===== config.mk =====
export PLATFORM = sky130hd
export DESIGN_NAME = mux3_rr_arbiter
export DESIGN_NICKNAME = d
export VERILOG_FILES = /design/src/rtl/mux3_rr_arbiter_pkg.sv /design/src/rtl/bit32_3to1mux.sv /design/src/rtl/mux3_rr_arbiter.sv
export SDC_FILE = /design/constraint.sdc
export NUM_CORES = 1
export LEC_CHECK = 0
export ABC_AREA = 1
export BUFFER_PORTS_ARGS = -buffer_cell sky130_fd_sc_hd__buf_4
export CAP_MARGIN = 10
export CELL_PAD_IN_SITES_DETAIL_PLACEMENT = 0
export CELL_PAD_IN_SITES_GLOBAL_PLACEMENT = 1
export CORE_MARGIN = 5
export CORE_UTILIZATION = 25
export CTS_BUF_LIST = sky130_fd_sc_hd__clkbuf_4
export DETAILED_ROUTE_END_ITERATION = 8
export GPL_TIMING_DRIVEN = 0
export HOLD_SLACK_MARGIN = 0.15
export PLACE_DENSITY = 0.83
export SLEW_MARGIN = 10
export SYNTH_ARGS = -nofsm -noshare
export SYNTH_HDL_FRONTEND = slang
export SYNTH_SLANG_ARGS = --single-unit

===== constraint.sdc =====
create_clock -name clk -period 1.45 [get_ports clk]
set_input_delay 0.0725 -clock clk [delete_from_list [all_inputs] [get_ports clk]]
set_output_delay 0.0725 -clock clk [all_outputs]
set_load 0.05 [all_outputs]

===== src/rtl/mux3_rr_arbiter_pkg.sv =====
// Shared encodings and helpers for the three-source round-robin arbiter.
package mux3_rr_arbiter_pkg;

    localparam int unsigned NUM_SRC = 3;
    localparam int unsigned SEL_W   = 2;
    localparam int unsigned CNT_W   = 4;

    localparam logic [SEL_W-1:0] SEL_SRC0 = 2'b00;
    localparam logic [SEL_W-1:0] SEL_SRC1 = 2'b01;
    localparam logic [SEL_W-1:0] SEL_SRC2 = 2'b10;

    typedef enum logic {
        ST_IDLE = 1'b0,
        ST_OWN  = 1'b1
    } arb_state_e;

    // One-hot grant vector for a source index.
    function automatic logic [NUM_SRC-1:0] src_onehot(input logic [SEL_W-1:0] idx);
        logic [NUM_SRC-1:0] v;
        v = '0;
        case (idx)
            SEL_SRC0: v = 3'b001;
            SEL_SRC1: v = 3'b010;
            SEL_SRC2: v = 3'b100;
            default:  v = '0;
        endcase
        return v;
    endfunction

endpackage


===== src/rtl/bit32_3to1mux.sv =====
// Three-input datapath mux; select 11 yields zero.
module bit32_3to1mux
    import mux3_rr_arbiter_pkg::*;
#(
    parameter int unsigned WIDTH = 32
) (
    output logic [WIDTH-1:0] out,
    input  logic [1:0]       sel,
    input  logic [WIDTH-1:0] in0,
    input  logic [WIDTH-1:0] in1,
    input  logic [WIDTH-1:0] in2
);

    always_comb begin
        out = '0;
        case (sel)
            SEL_SRC0: out = in0;
            SEL_SRC1: out = in1;
            SEL_SRC2: out = in2;
            default:  out = '0;
        endcase
    end

endmodule


===== src/rtl/mux3_rr_arbiter.sv =====
// Round-robin arbiter sharing a three-input mux among three requesters,
// with a burst cap that forces handover only when someone else is waiting.
module mux3_rr_arbiter
    import mux3_rr_arbiter_pkg::*;
#(
    parameter int unsigned WIDTH     = 32,
    parameter int unsigned MAX_BURST = 4
) (
    input  logic             clk,
    input  logic             reset,
    input  logic [2:0]       req,
    input  logic [WIDTH-1:0] in0,
    input  logic [WIDTH-1:0] in1,
    input  logic [WIDTH-1:0] in2,
    output logic [2:0]       gnt,
    output logic [1:0]       sel,
    output logic [WIDTH-1:0] out_data,
    output logic             out_valid,
    output logic [1:0]       out_src
);

    // Priority after last winner L is L+1, L+2, L (mod 3).
    function automatic logic [SEL_W-1:0] rr_pick(input logic [SEL_W-1:0] last,
                                                 input logic [NUM_SRC-1:0] mask);
        logic [SEL_W-1:0] w;
        case (last)
            SEL_SRC0: w = mask[1] ? SEL_SRC1 : (mask[2] ? SEL_SRC2 : SEL_SRC0);
            SEL_SRC1: w = mask[2] ? SEL_SRC2 : (mask[0] ? SEL_SRC0 : SEL_SRC1);
            default:  w = mask[0] ? SEL_SRC0 : (mask[1] ? SEL_SRC1 : SEL_SRC2);
        endcase
        return w;
    endfunction

    arb_state_e         state_q, state_d;
    logic [SEL_W-1:0]   owner_q, owner_d;
    logic [SEL_W-1:0]   last_q, last_d;
    logic [CNT_W-1:0]   burst_q, burst_d;
    logic [2:0]         gnt_q, gnt_d;
    logic [SEL_W-1:0]   sel_q, sel_d;
    logic [WIDTH-1:0]   out_data_q, out_data_d;
    logic               out_valid_q, out_valid_d;
    logic [SEL_W-1:0]   out_src_q, out_src_d;

    logic [WIDTH-1:0]   mux_out;
    logic [NUM_SRC-1:0] others;
    logic [SEL_W-1:0]   win;
    logic               take;

    // sel_q tracks owner_q while a grant is held, so it drives the shared mux.
    bit32_3to1mux #(.WIDTH(WIDTH)) u_mux (
        .out (mux_out),
        .sel (sel_q),
        .in0 (in0),
        .in1 (in1),
        .in2 (in2)
    );

    always_comb begin
        state_d     = state_q;
        owner_d     = owner_q;
        last_d      = last_q;
        burst_d     = burst_q;
        gnt_d       = gnt_q;
        sel_d       = sel_q;
        out_data_d  = out_data_q;
        out_valid_d = 1'b0;
        out_src_d   = out_src_q;
        take        = 1'b0;
        others      = req & ~src_onehot(owner_q);
        win         = rr_pick(last_q, others);

        case (state_q)
            ST_IDLE: begin
                if (|req) begin
                    take = 1'b1;
                    win  = rr_pick(last_q, req);
                end
            end
            ST_OWN: begin
                if (!req[owner_q]) begin
                    if (|others) begin
                        take = 1'b1;
                    end else begin
                        state_d = ST_IDLE;
                        gnt_d   = '0;
                        burst_d = '0;
                    end
                end else begin
                    out_valid_d = 1'b1;
                    out_data_d  = mux_out;
                    out_src_d   = owner_q;
                    if ((burst_q + CNT_W'(1)) == CNT_W'(MAX_BURST)) begin
                        burst_d = '0;
                        take    = |others;
                    end else begin
                        burst_d = burst_q + CNT_W'(1);
                    end
                end
            end
            default: begin
                state_d = ST_IDLE;
                gnt_d   = '0;
            end
        endcase

        if (take) begin
            state_d = ST_OWN;
            owner_d = win;
            last_d  = win;
            burst_d = '0;
            gnt_d   = src_onehot(win);
            sel_d   = win;
        end
    end

    always_ff @(posedge clk) begin
        if (reset) begin
            state_q     <= ST_IDLE;
            owner_q     <= SEL_SRC0;
            last_q      <= SEL_SRC2;
            burst_q     <= '0;
            gnt_q       <= '0;
            sel_q       <= SEL_SRC0;
            out_data_q  <= '0;
            out_valid_q <= 1'b0;
            out_src_q   <= SEL_SRC0;
        end else begin
            state_q     <= state_d;
            owner_q     <= owner_d;
            last_q      <= last_d;
            burst_q     <= burst_d;
            gnt_q       <= gnt_d;
            sel_q       <= sel_d;
            out_data_q  <= out_data_d;
            out_valid_q <= out_valid_d;
            out_src_q   <= out_src_d;
        end
    end

    assign gnt       = gnt_q;
    assign sel       = sel_q;
    assign out_data  = out_data_q;
    assign out_valid = out_valid_q;
    assign out_src   = out_src_q;

endmodule


==> impl_metrics.ini, run 1 <==
[run_status]
run_status = finished with violations
failed_checks = negative setup slack

[global_routing]
grt_max_degree = 15
grt_pass1_wl_um = 16860
grt.total_usage_pct = 18.99
antenna_found_initial = 0
overflow = 0
grt_pass1_vias = 3411

[route]
drt_iter0_drc = 104
first_pass_iters = 4
drcViolationCount = 0
routed_via_density = 4.848
wl_um = 11320
route.vias.total = 3326
wire_per_inst_um = 16.49
final_antenna_net_count = 0

[synthesis]
synth_top_area_share_pct = 39.83
syn-cell-area_sq_um = 2312
syn-num-nets = 420
synth.largest_area_cell = dfxtp_1
ys_seq_elements = 46
yosys_most_used_dff = dfxtp_1
async_flop_share_pct = 0
synth_common_cells = dfxtp_1, nand3_1, nand2_1
synth_seq_area_share_pct = 39.83
syn_avg_cell_area_sq_um = 7.294
yosys-top-cells-area = dfxtp_1, nand3_1, a221oi_1
yosys.cell_types.count = 26
ys_warn_count = 0
syn_inst = 317
synth_edf_count = 0
synth.most_common_cell = dfxtp_1

[clock_tree]
ctsLongestPathBuffers = 2
cts_inserted_buffers = 5
cts-root-buf = clkbuf_4
cts_sinks = 46
cts_tree = yes
h-tree-depth = 2
insertion_delay_ns = 0.36
clkTransAtPathRegs_ns = 0.14

[die]
die_w_um = 106.2
initial_core_util_pct = 25.38
die_h_um = 106.2
rows = 35
io_pins = 141
die_area_sq_um = 11270
core_area_sq_um = 9109

[timing]
max_slew_margin_pct = 67.35
whs_ns = 0.1760
finalWorstSetupSlack_ns = -0.01714
tightest_slew_ns = 0.4897
max_freq_mhz = 681.6
hold_violations = 0
setup_viol = 15
min_period_ns = 1.467
fin_skew_ns = 0.01687
min_period_over_period_pct = 101.2
rsz0062_at_grt = true
slew_viol_final = 0

[critical_path]
crit_fanout = 10
crit_required_ns = 1.76
worstRegToRegCells = 9
end_kind = flip-flop
crit_type = flip-flop to flip-flop
startpoint_type = flip-flop
worstPathArrival_ns = 1.77

[pwr]
ir_drop_uv = 455.0
p_switching_mw = 1.656
intPower_mw = 2.456
seq_power_share_pct = 36.0
p_leak_nw = 2.304
pwr-share-comb_pct = 49.0
switching_share_pct = 40.27
pwr-share-clk_pct = 15.0
p_per_area_nw_per_um2 = 831.1

[final_layout]
n_fill_cell = 824
final_util_pct = 54.31
synthToLayoutAreaGrowth_pct = 114.0
multiInputGateArea_sq_um = 1393
final_cell_area_sq_um = 4947
diodes = 0
drive_gt1_share_pct = 40.35
stdcell_count = 686
regArea_sq_um = 934.6
fin_nets = 677

[placed_design]
numPortBuffers = 139
dp_hpwl_um = 6917
place_congestion = 0.8162
dp_slack_ns = -0.4186
place_inst = 567
post_dp_cell_area_sq_um = 3501

[run]
maxCapViolCount = 0

[worst_hold_path]
min_path_type = primary input to flip-flop
min_delay_path_depth = 5
[per-layer routing]
layer	part of all wire, %	GRT usage, %	up-vias
li1	-	-	1621
met1	37	20.46	1520
met2	53	34.89	147
met3	6.0	4.189	38
met4	3.7	9.066	0
met5	0	0	-
[area by class of cell]
class,count,area share (%)
Buffer,19,2.554
Clock buffer,5,0.7587
Clock inverter,3,0.3288
Inverter,39,3.338
Multi-Input combinational cell,213,28.15
Sequential cell,46,18.89
Tap cell,111,2.807
Timing Repair Buffer,250,43.17
[flip-flops by register name, indices dropped and copies added, names as in the netlist]
| name | cells |
|---|---|
| out_valid | 1 |
| last_q | 2 |
| out_data | 32 |
| out_src | 2 |
| burst_q | 4 |
| gnt | 3 |
| state_q | 1 |
| sel | 1 |
[timing repair]
item / CTS / global route
gates resized for setup: 48 / 40
setup buffers: 8 / 5
hold buffers: 97 / 0
setup endpoints to repair: 44 / 44
pin swaps: 3 / 11
endpoints found under the hold margin: 38 / 0
cloned: 1 / 0
[cells by family (layout without fill, tap and decap cells)]
logic type / Yosys count / after routing / share of synthesized area, %
buffers and inverters: 58 / 316 / 10.50
AOI/OAI and AO/OA: 97 / 97 / 26.52
DFF: 46 / 46 / 39.83
and+or+nand+nor: 113 / 113 / 21.65
adders and majority gates: 2 / 2 / 1.082
muxes: 1 / 1 / 0.4329
[power groups by stage]
stage | Clock, mW | Sequential, mW | Combinational (mW)
2_1_floorplan | 0 | 1.86 | 0.569
3_3_place_gp | 0 | 1.49 | 1.52
3_5_place_dp | 0 | 1.50 | 1.52
4_1_cts | 0.631 | 1.47 | 1.89
5_1_grt | 0.688 | 1.49 | 2.14
6_report | 0.616 | 1.48 | 2.01
[through the flow]
step           total power [mW]  TNS (ns)
2_1_floorplan             2.426         0
3_3_place_gp              3.006    -12.16
3_5_place_dp              3.021    -12.89
4_1_cts                   3.992  -0.03823
5_1_grt                   4.327    -3.418
6_report                  4.112   -0.1051
[worst max-delay path: stages (launching register included)]
cell and delay, ns:
dfxtp_4 0.46, nor2_4 0.07, nand2_2 0.07, nand2_2 0.07
nor2_4 0.12, nand2_4 0.11, nor2_4 0.14, clkinv_4 0.11
buf_6 0.15, o21ai_2 0.13
[cells in the final DEF (no fill, tap or decap), drive strengths merged]
| master | Yosys | routed |
|---|---|---|
| dfxtp | 46 | 46 |
| mux2i | 1 | 1 |
| nor2 | 34 | 34 |
| a21oi | 20 | 20 |
| a221oi | 19 | 19 |
| o22ai | 3 | 3 |
| inv | 37 | 36 |
| nand3 | 40 | 40 |
| clkinvlp | 0 | 1 |
| ha | 2 | 2 |
| nand4 | 1 | 1 |
| clkbuf | 13 | 16 |
| buf | 6 | 161 |
| clkinv | 2 | 5 |
| nand2 | 37 | 37 |
| dlygate4sd3 | 0 | 97 |
| a22o | 13 | 13 |
| nor3 | 1 | 1 |
| o21ai | 42 | 42 |
[final timing paths]
path / end / from / slack (ns)
worst max-delay path: out_data[29] / last_q[0] / -0.02
worst min-delay path: out_data[18] / in1[18] / 0.18
worst min register to register: gnt[1] / gnt[1] / 0.47
worst max register to register: out_data[29] / last_q[0] / -0.02
No activity file was read; power rests on OpenSTA's default activity.
==> inputs of run 2 (changes only) <==
--- a/config.mk
+++ b/config.mk
@@ -9,14 +9,14 @@
 export BUFFER_PORTS_ARGS = -buffer_cell sky130_fd_sc_hd__buf_4
 export CAP_MARGIN = 10
 export CELL_PAD_IN_SITES_DETAIL_PLACEMENT = 0
-export CELL_PAD_IN_SITES_GLOBAL_PLACEMENT = 1
+export CELL_PAD_IN_SITES_GLOBAL_PLACEMENT = 2
 export CORE_MARGIN = 5
-export CORE_UTILIZATION = 25
+export CORE_UTILIZATION = 20
 export CTS_BUF_LIST = sky130_fd_sc_hd__clkbuf_4
 export DETAILED_ROUTE_END_ITERATION = 8
 export GPL_TIMING_DRIVEN = 0
 export HOLD_SLACK_MARGIN = 0.15
-export PLACE_DENSITY = 0.83
+export PLACE_DENSITY = 0.87
 export SLEW_MARGIN = 10
 export SYNTH_ARGS = -nofsm -noshare
 export SYNTH_HDL_FRONTEND = slang
==> impl_metrics.ini, run 2 (synthesized netlist as in run 1, its figures left out) <==
[clock_tree]
cts_sinks = 46
clkTransAtPathRegs_ns = 0.16
cts_inserted_buffers = 5
cts-root-buf = clkbuf_4
h-tree-depth = 2
insertion_delay_ns = 0.37
ctsLongestPathBuffers = 2
cts_tree = yes

[critical_path]
path_cells = buf_4, ha_2, inv_1, nor2_2, nand2_2, nand2_4, buf_4, o21ai_2, o21ai_1, nor2_1
end_kind = flip-flop
crit_end = burst_q[2]
crit_type = flip-flop to flip-flop
worstRegToRegCells = 10
crit_required_ns = 1.77
rrSetupSlack_ns = -0.007
cpMaxStageDelayCell = dfxtp_4
crit_top_cell = buf_4
worstPathArrival_ns = 1.77
worstReg2RegEnd = burst_q[2]
crit_fanout = 4
worstSetupStartpoint = burst_q[0]
cp_slowest_stage_delay_ns = 0.39
startpoint_type = flip-flop
rr_startpoint = burst_q[0]

[final_layout]
multiInputGateArea_sq_um = 1572
drive_gt1_share_pct = 45.41
final_cell_mix = buf_4, dlygate4sd3_1, dfxtp_1
final_common_cell = buf_4
largest_reg_flops = 32
n_fill_cell = 1047
synthToLayoutAreaGrowth_pct = 133.7
final_cell_area_sq_um = 5403
stdcell_count = 735
fin_nets = 690
regArea_sq_um = 937.1

[global_routing]
overflow = 0
grt_max_degree = 15
grt_pass1_vias = 3642
grt_pass1_wl_um = 17780
antenna_found_initial = 4
grt.total_usage_pct = 15.83

[run_status]
run_status = finished with violations
failed_checks = negative setup slack

[timing]
fin_skew_ns = 0.01664
hold_violations = 0
rsz0062_at_grt = true
max_freq_mhz = 686.5
finalWorstSetupSlack_ns = -0.006709
setup_viol = 1
max_slew_margin_pct = 65.75
slew_viol_final = 0
tightest_slew_ns = 0.5138
min_period_ns = 1.457
min_period_over_period_pct = 100.5

[die]
io_pins = 141
die_h_um = 117.5
die_w_um = 117.5
die_area_sq_um = 13810
initial_core_util_pct = 20.34
core_area_sq_um = 11370
rows = 39

[route]
final_antenna_net_count = 0
first_pass_iters = 4
drt_iter0_drc = 112
wire_per_inst_um = 16.24
wl_um = 11930
route.vias.total = 3365
routed_via_density = 4.578
drcViolationCount = 0

[pwr]
intPower_mw = 2.814
pwr-share-comb_pct = 49.5
p_per_area_nw_per_um2 = 851.5
seq_power_share_pct = 32.3
ir_drop_uv = 402.5
p_switching_mw = 1.786
switching_share_pct = 38.83
p_leak_nw = 2.417
p_total_mw = 4.600
pwr-share-clk_pct = 18.1

[placed_design]
place_inst = 599
dp_slack_ns = -0.4806
post_dp_cell_area_sq_um = 3541
dp_hpwl_um = 7321
place_congestion = 0.8320
numPortBuffers = 139

[worst_hold_path]
min_delay_path_depth = 6
holdCritStartpoint = req[2]
min_path_type = primary input to flip-flop

[run]
maxCapViolCount = 0
==> run 2: cell types whose count changed in the layout (fill, tap and decap cells not counted), moves of 4 or more <==
cell	previous run	this run
a221oi_1	10	4
inv_1	33	29
nand2_2	5	13
buf_4	153	158
nand2_1	24	15
clkbuf_2	6	0
a221oi_4	0	5
buf_6	4	8
diode_2	0	4
o21ai_1	19	24
==> run 2: final cells by class <==
class                      count  share of cell area (%)
clock buffer                   6                  0.8337
multi-input combinational    214                   29.09
timing repair buffer         262                   41.92
antenna                        4                  0.1853
clock inverter                 2                  0.6716
buffer                        19                   3.358
sequential                    46                   17.35
inverter                      39                   3.289
tap                          143                   3.312
==> run 2: power by group through the flow <==
stage	Sequential (mW)	Combinational (mW)	Clock, mW
5_1_grt	1.51	2.42	0.907
3_3_place_gp	1.49	1.53	0
6_report	1.49	2.28	0.833
2_1_floorplan	1.86	0.569	0
3_5_place_dp	1.50	1.54	0
4_1_cts	1.48	2.02	0.855
==> run 2: worst min-delay path by stage <==
stage / endpoint / slack [ns]
global placement: out_data[28] / 0.33
floorplan: out_data[10] / 0.24
CTS: gnt[1] / 0.16
global route: gnt[1] / 0.20
detailed placement: out_data[28] / 0.33
finish: gnt[1] / 0.20
==> run 2: critical path, delay by kind of cell (launching register included) <==
family / cells / cell delay, ns
and+or+nand+nor: 4 / 0.32
DFF: 1 / 0.39
AOI/OAI and AO/OA: 2 / 0.19
adders and majority gates: 1 / 0.17
buffers and inverters: 3 / 0.35
==> run 2: repair_timing <==
item | in CTS | in global routing
hold buffers | 99 | 0
cloned | 2 | 2
setup endpoints to repair | 44 | 45
pin swaps | 16 | 20
endpoints found under the hold margin | 39 | 0
setup buffers | 15 | 6
gates resized for setup | 82 | 73
==> run 2: routing by layer <==
| metal | track usage [%] | vias up | wire length [um] |
|---|---|---|---|
| li1 | - | 1648 | - |
| met1 | 17.54 | 1534 | 4600 |
| met2 | 28.36 | 146 | 6170 |
| met3 | 3.460 | 37 | 667 |
| met4 | 7.814 | 0 | 494 |
| met5 | 0 | - | 0 |
==> run 2: stage by stage <==
step / TNS [ns] / utilization, % / hold WS (ns)
after floorplan: 0 / - / 0.2387
after global placement: -13.25 / 31.14 / 0.3291
after detailed placement: -14.54 / 31.14 / 0.3346
after CTS: -0.01016 / 44.32 / 0.1565
after global routing: -0.4704 / 47.52 / 0.2021
final: -0.006709 / 47.52 / 0.1963
